### config.mk
export PLATFORM = sky130hd
export DESIGN_NAME = alu_md
export DESIGN_NICKNAME = d
export VERILOG_FILES = /design/src/rtl/alu_pkg.sv /design/src/rtl/alu_muldiv_seq.sv /design/src/rtl/alu_md.sv
export SDC_FILE = /design/constraint.sdc
export NUM_CORES = 1
export LEC_CHECK = 0
export CAP_MARGIN = 25
export CELL_PAD_IN_SITES_DETAIL_PLACEMENT = 1
export CELL_PAD_IN_SITES_GLOBAL_PLACEMENT = 1
export CORE_MARGIN = 3
export CORE_UTILIZATION = 40
export CTS_CLUSTER_SIZE = 28
export DETAILED_ROUTE_END_ITERATION = 6
export GPL_ROUTABILITY_DRIVEN = 0
export HOLD_SLACK_MARGIN = 0.02
export PLACE_DENSITY = 0.85
export SLEW_MARGIN = 0
export SYNTH_ARGS = -nofsm -noshare
export SYNTH_HDL_FRONTEND = slang
export SYNTH_HIERARCHICAL = 1
export SYNTH_SLANG_ARGS = --single-unit
### constraint.sdc
create_clock -name clk -period 6 [get_ports clk]
set_input_delay 1.2 -clock clk [delete_from_list [all_inputs] [get_ports clk]]
set_output_delay 1.2 -clock clk [all_outputs]
set_load 0.02 [all_outputs]
### src/rtl/alu_pkg.sv
// alu_pkg: opcode constants and mul/div sequencer state encoding
package alu_pkg;

    localparam logic [3:0] ALU_AND  = 4'b0000;
    localparam logic [3:0] ALU_OR   = 4'b0001;
    localparam logic [3:0] ALU_ADD  = 4'b0010;
    localparam logic [3:0] ALU_XOR  = 4'b0011;
    localparam logic [3:0] ALU_SUB  = 4'b0110;
    localparam logic [3:0] ALU_SLT  = 4'b0111;
    localparam logic [3:0] ALU_SLTU = 4'b1000;
    localparam logic [3:0] ALU_SLL  = 4'b1001;
    localparam logic [3:0] ALU_SRL  = 4'b1010;
    localparam logic [3:0] ALU_SRA  = 4'b1011;
    localparam logic [3:0] ALU_NOR  = 4'b1100;

    localparam logic [1:0] MD_MULT  = 2'b00;
    localparam logic [1:0] MD_MULTU = 2'b01;
    localparam logic [1:0] MD_DIV   = 2'b10;
    localparam logic [1:0] MD_DIVU  = 2'b11;

    typedef enum logic [1:0] {
        ST_IDLE = 2'd0,
        ST_RUN  = 2'd1,
        ST_DONE = 2'd2
    } md_state_e;

endpackage

### src/rtl/alu_muldiv_seq.sv
// alu_muldiv_seq: iterative shift-add multiplier / restoring divider owning HI/LO
module alu_muldiv_seq
    import alu_pkg::*;
#(
    parameter int WIDTH = 32,
    parameter int SHW   = 5
) (
    input  logic             clk,
    input  logic             reset,
    input  logic             md_start,
    input  logic [1:0]       md_op,
    input  logic             md_flush,
    input  logic [WIDTH-1:0] op1,
    input  logic [WIDTH-1:0] op2,
    input  logic [1:0]       hilo_wr,
    input  logic [WIDTH-1:0] hilo_wdata,
    output logic             md_busy,
    output logic             md_done,
    output logic [WIDTH-1:0] hi,
    output logic [WIDTH-1:0] lo
);

    md_state_e          state_q, state_d;
    logic [SHW-1:0]     cnt_q, cnt_d;
    logic [WIDTH-1:0]   a_q, a_d, b_q, b_d, m_q, m_d, dvd_q, dvd_d;
    logic [WIDTH-1:0]   hi_q, hi_d, lo_q, lo_d;
    logic               div_q, div_d, neg_q, neg_d, rneg_q, rneg_d;
    logic               sgn, sa, sb;
    logic [WIDTH:0]     msum, shl;
    logic [WIDTH+1:0]   dif;
    logic [WIDTH-1:0]   step_a, step_b, quo, rem;
    logic [2*WIDTH-1:0] prod;

    // One iteration step on the {a,b} pair, plus sign fixup of the final step
    // (a holds the product high half / partial remainder, b the multiplier / quotient)
    always_comb begin
        msum   = {1'b0, a_q} + (b_q[0] ? {1'b0, m_q} : '0);
        shl    = {a_q, b_q[WIDTH-1]};
        dif    = {1'b0, shl} - {2'b0, m_q};
        step_a = div_q ? (dif[WIDTH+1] ? shl[WIDTH-1:0] : dif[WIDTH-1:0]) : msum[WIDTH:1];
        step_b = div_q ? {b_q[WIDTH-2:0], ~dif[WIDTH+1]} : {msum[0], b_q[WIDTH-1:1]};
        prod   = neg_q ? -{step_a, step_b} : {step_a, step_b};
        quo    = (m_q == '0) ? '1 : (neg_q ? -step_b : step_b);
        rem    = (m_q == '0) ? dvd_q : (rneg_q ? -step_a : step_a);
        sgn    = (md_op == MD_MULT) || (md_op == MD_DIV);
        sa     = sgn & op1[WIDTH-1];
        sb     = sgn & op2[WIDTH-1];
    end

    // Next-state: operand capture, iteration, flush and HI/LO updates
    always_comb begin
        state_d = state_q;
        cnt_d   = cnt_q;
        a_d     = a_q;
        b_d     = b_q;
        m_d     = m_q;
        dvd_d   = dvd_q;
        div_d   = div_q;
        neg_d   = neg_q;
        rneg_d  = rneg_q;
        hi_d    = (state_q != ST_RUN && hilo_wr[1]) ? hilo_wdata : hi_q;
        lo_d    = (state_q != ST_RUN && hilo_wr[0]) ? hilo_wdata : lo_q;
        case (state_q)
            ST_RUN: begin
                a_d   = step_a;
                b_d   = step_b;
                cnt_d = cnt_q + 1'b1;
                if (md_flush) begin
                    state_d = ST_IDLE;
                    cnt_d   = '0;
                end else if (cnt_q == SHW'(WIDTH - 1)) begin
                    state_d = ST_DONE;
                    cnt_d   = '0;
                    hi_d    = div_q ? rem : prod[2*WIDTH-1:WIDTH];
                    lo_d    = div_q ? quo : prod[WIDTH-1:0];
                end
            end
            default: begin
                state_d = ST_IDLE;
                if (md_start && !md_flush) begin
                    state_d = ST_RUN;
                    cnt_d   = '0;
                    a_d     = '0;
                    b_d     = sa ? -op1 : op1;
                    m_d     = sb ? -op2 : op2;
                    dvd_d   = op1;
                    div_d   = (md_op == MD_DIV) || (md_op == MD_DIVU);
                    neg_d   = sa ^ sb;
                    rneg_d  = sa;
                end
            end
        endcase
    end

    // State and datapath registers
    always_ff @(posedge clk) begin
        if (reset) begin
            state_q <= ST_IDLE;
            cnt_q   <= '0;
            a_q     <= '0;
            b_q     <= '0;
            m_q     <= '0;
            dvd_q   <= '0;
            div_q   <= 1'b0;
            neg_q   <= 1'b0;
            rneg_q  <= 1'b0;
            hi_q    <= '0;
            lo_q    <= '0;
        end else begin
            state_q <= state_d;
            cnt_q   <= cnt_d;
            a_q     <= a_d;
            b_q     <= b_d;
            m_q     <= m_d;
            dvd_q   <= dvd_d;
            div_q   <= div_d;
            neg_q   <= neg_d;
            rneg_q  <= rneg_d;
            hi_q    <= hi_d;
            lo_q    <= lo_d;
        end
    end

    assign md_busy = (state_q == ST_RUN);
    assign md_done = (state_q == ST_DONE);
    assign hi      = hi_q;
    assign lo      = lo_q;

endmodule

### src/rtl/alu_md.sv
// alu_md: execute-stage ALU with combinational datapath and sequential mul/div unit
module alu_md
    import alu_pkg::*;
#(
    parameter int WIDTH = 32,
    parameter int SHW   = 5
) (
    input  logic             clk,
    input  logic             reset,
    input  logic [WIDTH-1:0] op1,
    input  logic [WIDTH-1:0] op2,
    input  logic [SHW-1:0]   shamt,
    input  logic [3:0]       alu_control,
    output logic [WIDTH-1:0] result,
    output logic             zero,
    output logic             overflow,
    input  logic             md_start,
    input  logic [1:0]       md_op,
    input  logic             md_flush,
    input  logic [1:0]       hilo_wr,
    input  logic [WIDTH-1:0] hilo_wdata,
    output logic             md_busy,
    output logic             md_done,
    output logic [WIDTH-1:0] hi,
    output logic [WIDTH-1:0] lo
);

    logic [WIDTH-1:0] sum, diff;

    // Combinational ALU; undefined codes give 0 so nothing latches
    always_comb begin
        sum  = op1 + op2;
        diff = op1 - op2;
        case (alu_control)
            ALU_AND:  result = op1 & op2;
            ALU_OR:   result = op1 | op2;
            ALU_ADD:  result = sum;
            ALU_XOR:  result = op1 ^ op2;
            ALU_SUB:  result = diff;
            ALU_SLT:  result = {{(WIDTH-1){1'b0}}, $signed(op1) < $signed(op2)};
            ALU_SLTU: result = {{(WIDTH-1){1'b0}}, op1 < op2};
            ALU_SLL:  result = op2 << shamt;
            ALU_SRL:  result = op2 >> shamt;
            ALU_SRA:  result = $signed(op2) >>> shamt;
            ALU_NOR:  result = ~(op1 | op2);
            default:  result = '0;
        endcase
        overflow = (alu_control == ALU_ADD) ? (op1[WIDTH-1] == op2[WIDTH-1]) && (sum[WIDTH-1] != op1[WIDTH-1]) :
                   (alu_control == ALU_SUB) ? (op1[WIDTH-1] != op2[WIDTH-1]) && (diff[WIDTH-1] != op1[WIDTH-1]) :
                   1'b0;
    end

    assign zero = (result == '0);

    alu_muldiv_seq #(
        .WIDTH(WIDTH),
        .SHW  (SHW)
    ) u_md (
        .clk       (clk),
        .reset     (reset),
        .md_start  (md_start),
        .md_op     (md_op),
        .md_flush  (md_flush),
        .op1       (op1),
        .op2       (op2),
        .hilo_wr   (hilo_wr),
        .hilo_wdata(hilo_wdata),
        .md_busy   (md_busy),
        .md_done   (md_done),
        .hi        (hi),
        .lo        (lo)
    );

endmodule

==> flow_metrics.tcl, run 1 <==
set metrics [dict create \
    die_h_microns 267 \
    antenna_found_initial 41 \
    synth_most_common_cell "nor2_1" \
    synth_fp_nets 4147 \
    synthTopCellsByCount "nor2_1, nand2_1, a21oi_1" \
    synth-edff-count 0 \
    synth_seq_cells 202 \
    worst-ep-kind "primary output" \
    postGrtWorstEndpoint "zero" \
    synth-seq-area-share_pct 14.8 \
    die_w_microns 267 \
    syn_inst 3864 \
    synth_area_leaders "dfxtp_1, ha_1, a21oi_1" \
    pre_cts_ws_ps -1310 \
    row_count 95 \
    synthDominantCellAreaShare_pct 14.8 \
    synth_top_area_cell "dfxtp_1" \
    start_util_pct 40.6 \
    netlist_area_sq_mm 0.0273 \
    error "[ERROR GRT-0232] Routing congestion too high. Check the congestion heatmap in the GUI." \
    grt_use_total_pct 57.9 \
    clockRootBuffer "clkbuf_16" \
    htreeDepth 1 \
    async_flop_share_pct 0 \
    status "aborted with a tool error" \
    io-pin-count 213 \
    ys_types 109 \
    place_area_sq_mm 0.0347 \
    grt.overflow.total 2 \
    grt_max_degree 137 \
    cts_made_buffers 23 \
    clock_sinks 202 \
    clockBufferDepth 3 \
    place.detailed.hpwl_microns 123000 \
    yosysWarnings 6 \
    io_buffers 212 \
    synth_top_flop_cell "dfxtp_1" \
    lastStage "global routing (5_1_grt)" \
    avgSynthCellArea_sq_um 7.07 \
]
-- routing by layer --
layer | overflow | GRT usage, %
met1 | 0 | 58.4
met4 | 1 | 57.4
met3 | 0 | 40.6
met5 | 0 | 21.9
met2 | 1 | 74.5
-- through the flow --
stage	cells	TNS (ps)	utilization (%)
4_1_cts	5394	-195	53.7
3_5_place_dp	5335	-12560	51.5
3_3_place_gp	5335	-8900	51.5
2_1_floorplan	3864	0	-
-- timing repair --
action	CTS
hold buffers	0
setup endpoints to repair	32
buffers inserted	18
pin swaps	33
cloned	0
endpoints found under the hold margin	0
resized for setup	211
-- kinds of logic after synthesis --
group           synth area share (%)
compound gates                  31.4
xor+xnor                        6.06
fa+ha+maj                       7.89
buf+inv                         6.71
flops                           14.8
mux                             9.96
simple gates                    23.2
==> inputs of run 2 (changes only) <==
--- a/config.mk
+++ b/config.mk
@@ -6,15 +6,11 @@
 export NUM_CORES = 1
 export LEC_CHECK = 0
 export CAP_MARGIN = 25
-export CELL_PAD_IN_SITES_DETAIL_PLACEMENT = 1
-export CELL_PAD_IN_SITES_GLOBAL_PLACEMENT = 1
 export CORE_MARGIN = 3
-export CORE_UTILIZATION = 40
-export CTS_CLUSTER_SIZE = 28
+export CORE_UTILIZATION = 35
 export DETAILED_ROUTE_END_ITERATION = 6
 export GPL_ROUTABILITY_DRIVEN = 0
-export HOLD_SLACK_MARGIN = 0.02
-export PLACE_DENSITY = 0.85
+export PLACE_DENSITY_LB_ADDON = 0.15
 export SLEW_MARGIN = 0
 export SYNTH_ARGS = -nofsm -noshare
 export SYNTH_HDL_FRONTEND = slang
==> constraint.sdc (replaced) <==
create_clock -name clk -period 7.8 [get_ports clk]
set_input_delay 1.56 -clock clk [delete_from_list [all_inputs] [get_ports clk]]
set_output_delay 1.56 -clock clk [all_outputs]
set_load 0.02 [all_outputs]
==> flow_metrics.tcl, run 2 <==
set metrics [dict create \
    status "finished clean" \
    netlist_area_sq_mm 0.0273 \
    cts_tree "yes" \
    grt_pass1_wl_microns 199000 \
    grt.overflow.total 0 \
    r2r-end "u_md/hi[6]" \
    route.vias.total 32250 \
    vias_per_cell 6.27 \
    synth_top_area_cell "dfxtp_1" \
    die_h_microns 285 \
    grt_pass1_vias 30260 \
    cts_resized 9 \
    use_met3_pct 4.43 \
    busiest_layer "met2" \
    synth-edff-count 0 \
    grt_use_met2_pct 50.3 \
    syn_inst 3864 \
    worst-r2r-cell-count 24 \
    p_sw_mw 1.82 \
    synth_area_leaders "dfxtp_1, ha_1, a21oi_1" \
    worstPathRequired_ps 6240 \
    cts_made_buffers 25 \
    routed_wl_microns 135000 \
    clkPwrFrac_pct 30.3 \
    firstDrtPassIters 6 \
    synth_most_common_cell "nor2_1" \
    min_period_over_period_pct 97.5 \
    drive_gt1_share_pct 12.6 \
    arrival_ps 6040 \
    crit_path_end_kind "output port" \
    clkLatencyLatePin_ps 570 \
    p_leak_nw 12.9 \
    endpoint "zero" \
    hold_violations 0 \
    synth_seq_cells 202 \
    power_density_mw_per_mm2 138 \
    setup_viol 0 \
    finClkSkew_ps 19.5 \
    drv_slew 0 \
    rsz0062_at_grt "false" \
    cp_max_fo 2 \
    htreeDepth 1 \
    grt_use_total_pct 31.6 \
    use_met1_pct 40.4 \
    synthDominantCellAreaShare_pct 14.8 \
    drc 0 \
    peakVddDrop_mv 0.137 \
    row_count 101 \
    start_util_pct 35.6 \
    io-pin-count 213 \
    wl_per_cell_microns 26.3 \
    crit_type "primary input to output port" \
    clock_sinks 202 \
    hold_buffers 0 \
    seq_power_share_pct 25.5 \
    p_int_mw 2.70 \
    path_clk_slew_ps 70 \
    yosysWarnings 6 \
    avgSynthCellArea_sq_um 7.07 \
    first_iter_violations 3866 \
    antenna_found_initial 5 \
    synth-seq-area-share_pct 14.8 \
    hold_ws_ps 458 \
    r2r_setup_slack_ps 1250 \
    cts_setup_buffers 0 \
    ys_types 109 \
    tightest_slew_ps 1020 \
    clockBufferDepth 3 \
    swShare_pct 40.2 \
    synth_top_flop_cell "dfxtp_1" \
    place.detailed.hpwl_microns 108000 \
    final_common_cell "nor2_1" \
    area_growth_pct 20.1 \
    r2r_start "u_md/m_q[18]" \
    final_antenna_net_count 0 \
    nets 4378 \
    mostFrequentLayoutCells "nor2_1, nand2_1, a21oi_1, buf_4, o21ai_0" \
    clockRootBuffer "clkbuf_16" \
    total_power_mw 4.52 \
    setup.worst_path.start_class "primary input" \
    grt_max_degree 120 \
    fmax_mhz 132 \
    core_area_sq_mm 0.0767 \
    async_flop_share_pct 0 \
    die_w_microns 285 \
    place_area_sq_mm 0.0318 \
    setup_tns_ps 0 \
    hold_class "flip-flop to flip-flop" \
    synthTopCellsByCount "nor2_1, nand2_1, a21oi_1" \
    drv_cap 0 \
    worstSetupStartpoint "op1[10]" \
    final_area_sq_mm 0.0328 \
    max_slew_margin_pct 31.7 \
    die_area_sq_mm 0.0815 \
    final.fill_count 8049 \
    combPwrFrac_pct 44.2 \
    io_buffers 212 \
    synth_fp_nets 4147 \
    layout_min_cycle_time_ps 7600 \
]
run 2: per-stage QoR:
| stage | std cells | worst slack (ps) | utilization (%) |
|---|---|---|---|
| finish | 5145 | 197 | 42.8 |
| global placement | 5094 | -289 | 41.5 |
| detailed placement | 5096 | -197 | 41.5 |
| floorplan | 3864 | 871 | - |
| CTS | 5140 | 234 | 42.8 |
| global route | 5143 | 53.0 | 42.8 |
run 2: layout make-up:
cell class | instances | area, sq um | area share [%]
Clock buffer | 28 | 678 | 2.07
Clock inverter | 16 | 264 | 0.804
Inverter | 172 | 646 | 1.97
Tap cell | 1030 | 1290 | 3.93
Sequential cell | 202 | 4050 | 12.3
Antenna cell | 3 | 7.51 | 0.0229
Multi-Input combinational cell | 3193 | 21500 | 65.7
Timing Repair Buffer | 501 | 4340 | 13.2
run 2: cell families (layout without fill, tap and decap cells):
family                     after synthesis  after routing  synth area share (%)
adders and majority gates              170            170                  7.89
other                                    0              3                     0
buffers and inverters                  469            717                  6.71
and+or+nand+nor                       1349           1349                  23.2
xor gates and xnor gates               189            189                  6.06
muxes                                  204            204                  9.96
DFF                                    202            202                  14.8
AOI/OAI and AO/OA                     1281           1281                  31.4
run 2: power groups by stage:
stage | Combinational [mW] | Clock [mW] | Sequential, mW
3_5_place_dp | 1.94 | 0 | 1.17
5_1_grt | 2.13 | 1.42 | 1.16
2_1_floorplan | 1.13 | 0 | 1.17
4_1_cts | 1.95 | 1.39 | 1.15
6_report | 2.00 | 1.37 | 1.15
3_3_place_gp | 1.94 | 0 | 1.17
run 2: critical path, stage by stage:
cell             delay (ps)
clkdlybuf4s50_1         460
buf_4                   150
inv_1                    50
ha_1                    310
or4_4                   530
or3_4                   350
a2111oi_4               420
nor3_2                   90
a22o_1                  230
or4_4                   520
or4_4                   490
nor3_2                  180
nand4_1                 180
nor3b_2                 180
dlygate4sd2_1           350
run 2: worst min path at each step:
stage                   start              to  slack, ps  cells after the start
6_report       u_md/dvd_q[24]  u_md/dvd_q[24]        460                      2
5_1_grt        u_md/dvd_q[24]  u_md/dvd_q[24]        470                      2
4_1_cts        u_md/dvd_q[24]  u_md/dvd_q[24]        460                      2
3_5_place_dp   u_md/dvd_q[24]  u_md/dvd_q[24]        450                      2
3_3_place_gp   u_md/dvd_q[24]  u_md/dvd_q[24]        440                      2
2_1_floorplan  u_md/dvd_q[26]  u_md/dvd_q[26]        430                      2
run 2: metal layers:
metal	vias up	wire length, microns
li1	14807	-
met1	15278	53700
met2	1765	59800
met3	398	11900
met4	2	10100
met5	-	13
No activity file was read; power rests on OpenSTA's default activity.
==> inputs of run 3 (changes only) <==
--- a/config.mk
+++ b/config.mk
@@ -8,9 +8,9 @@
 export CAP_MARGIN = 25
 export CORE_MARGIN = 3
 export CORE_UTILIZATION = 35
+export CTS_CLUSTER_SIZE = 10
 export DETAILED_ROUTE_END_ITERATION = 6
 export GPL_ROUTABILITY_DRIVEN = 0
-export PLACE_DENSITY_LB_ADDON = 0.15
 export SLEW_MARGIN = 0
 export SYNTH_ARGS = -nofsm -noshare
 export SYNTH_HDL_FRONTEND = slang
==> flow_metrics.tcl, run 3 (synthesis results as in run 2) <==
set metrics [dict create \
    clkPwrFrac_pct 26.0 \
    worstPathRequired_ps 6240 \
    cts_tree "yes" \
    grt_max_degree 97 \
    antenna_found_initial 10 \
    clockBufferDepth 3 \
    tightest_slew_ps 1080 \
    start_util_pct 35.6 \
    grt_pass1_vias 29999 \
    worst_hold_startpoint "u_md/dvd_q[13]" \
    p_sw_mw 1.75 \
    crit_type "primary input to output port" \
    drc 21 \
    cts_made_buffers 25 \
    setup.worst_path.start_class "primary input" \
    worst_slack_ps 65.5 \
    path_clk_slew_ps 60 \
    drv_slew 0 \
    power_density_mw_per_mm2 130 \
    clockRootBuffer "clkbuf_16" \
    combPwrFrac_pct 46.7 \
    drv_cap 0 \
    grt_use_total_pct 30.1 \
    hold_violations 0 \
    die_h_microns 285 \
    clkLatencyLatePin_ps 560 \
    grt.overflow.total 0 \
    swShare_pct 41.5 \
    p_leak_nw 12.7 \
    hold_buffers 0 \
    grt_use_met2_pct 46.3 \
    grt_pass1_wl_microns 191000 \
    row_count 101 \
    route.vias.total 32426 \
    core_area_sq_mm 0.0767 \
    vias_per_cell 6.33 \
    htreeDepth 1 \
    use_met1_pct 39.2 \
    peakVddDrop_mv 0.140 \
    seq_power_share_pct 27.2 \
    routed_wl_microns 129000 \
    arrival_ps 6170 \
    clock_sinks 202 \
    fmax_mhz 129 \
    io_buffers 212 \
    cts_setup_buffers 0 \
    crit_path_end_kind "output port" \
    first_iter_violations 4111 \
    mostFrequentLayoutCells "nor2_1, nand2_1, a21oi_1, buf_4, o21ai_0" \
    area_growth_pct 18.7 \
    place.detailed.hpwl_microns 102000 \
    setup_viol 0 \
    io-pin-count 213 \
    r2r_start "u_md/m_q[18]" \
    rsz0062_at_grt "false" \
    hold_class "flip-flop to flip-flop" \
    worstSetupStartpoint "op1[9]" \
    nets 4359 \
    busiest_layer "met2" \
    final_common_cell "nor2_1" \
    die_w_microns 285 \
    finClkSkew_ps 18.0 \
    setup_tns_ps 0 \
    final_antenna_net_count 0 \
    layout_min_cycle_time_ps 7730 \
    status "finished, violations left" \
    use_met3_pct 5.25 \
    final.fill_count 8106 \
    die_area_sq_mm 0.0815 \
    p_int_mw 2.48 \
    max_slew_margin_pct 28.1 \
    drive_gt1_share_pct 11.8 \
    min_period_over_period_pct 99.2 \
    cp_max_fo 3 \
    wl_per_cell_microns 25.2 \
    pre_cts_ws_ps -179 \
    violations "design-rule violations" \
    firstDrtPassIters 7 \
]
[run 3: cell types whose count changed in the layout (fill, tap and decap cells not counted), moves of 5 or more]
cell,before,now
buf_4,284,264
bufinv_16,7,1
clkbuf_1,0,8
clkinv_2,6,1
[run 3: critical path, cell delays in order]
cell             delay, ps
clkdlybuf4s50_1        700
inv_1                   90
ha_1                   320
or4_4                  500
or3_4                  350
a2111oi_4              430
nor3_2                  90
a22o_1                 220
or4_4                  510
or4_4                  490
nor3_2                 160
nand4_1                180
nor3b_2                210
dlygate4sd2_1          350
[run 3: power groups by stage]
stage               Clock (mW)  Sequential [mW]  Combinational (mW)
CTS                       1.12             1.15                1.92
finish                    1.10             1.15                1.98
detailed placement           0             1.17                1.91
global route              1.16             1.16                2.09
global placement             0             1.17                1.91
floorplan                    0             1.17                1.13
[run 3: path summary, 6_finish.rpt]
check | endpoint | slack [ps] | cells after the start
max | zero | 70 | 14
min | u_md/dvd_q[13] | 460 | 2
max reg2reg | u_md/hi[6] | 1160 | 23
min reg2reg | u_md/dvd_q[13] | 460 | 2
[run 3: area by class of cell]
| type | count | area (sq um) | share of cell area (%) |
|---|---|---|---|
| sequential | 202 | 4050 | 12.5 |
| clock buffer | 35 | 683 | 2.10 |
| clock inverter | 3 | 43.8 | 0.135 |
| multi-input combinational | 3193 | 21500 | 66.3 |
| inverter | 172 | 646 | 1.99 |
| tap | 1030 | 1290 | 3.97 |
| antenna | 4 | 10.0 | 0.0308 |
| timing repair buffer | 482 | 4220 | 13.0 |
[run 3: per-stage QoR]
step / util, % / power [mW] / hold WS (ps) / instance area (sq um) / instances
after floorplan: - / 2.30 / 432 / 27300 / 3864
after global placement: 41.3 / 3.08 / 443 / 31700 / 5078
after detailed placement: 41.3 / 3.08 / 450 / 31700 / 5078
after CTS: 42.3 / 4.19 / 457 / 32400 / 5116
after global routing: 42.3 / 4.41 / 475 / 32500 / 5121
final: 42.3 / 4.23 / 456 / 32500 / 5121
[run 3: what timing repair did]
item,CTS,global route
cloned,0,0
setup endpoints to repair,1,1
resized for setup,4,2
hold endpoints to repair,0,0
[run 3: metal layers]
metal,part of all wire (%),vias to the layer above,wire [microns]
li1,-,14730,-
met1,40,15194,51400
met2,43,2061,55100
met3,10,435,13300
met4,7.2,6,9280
met5,0.030,-,39
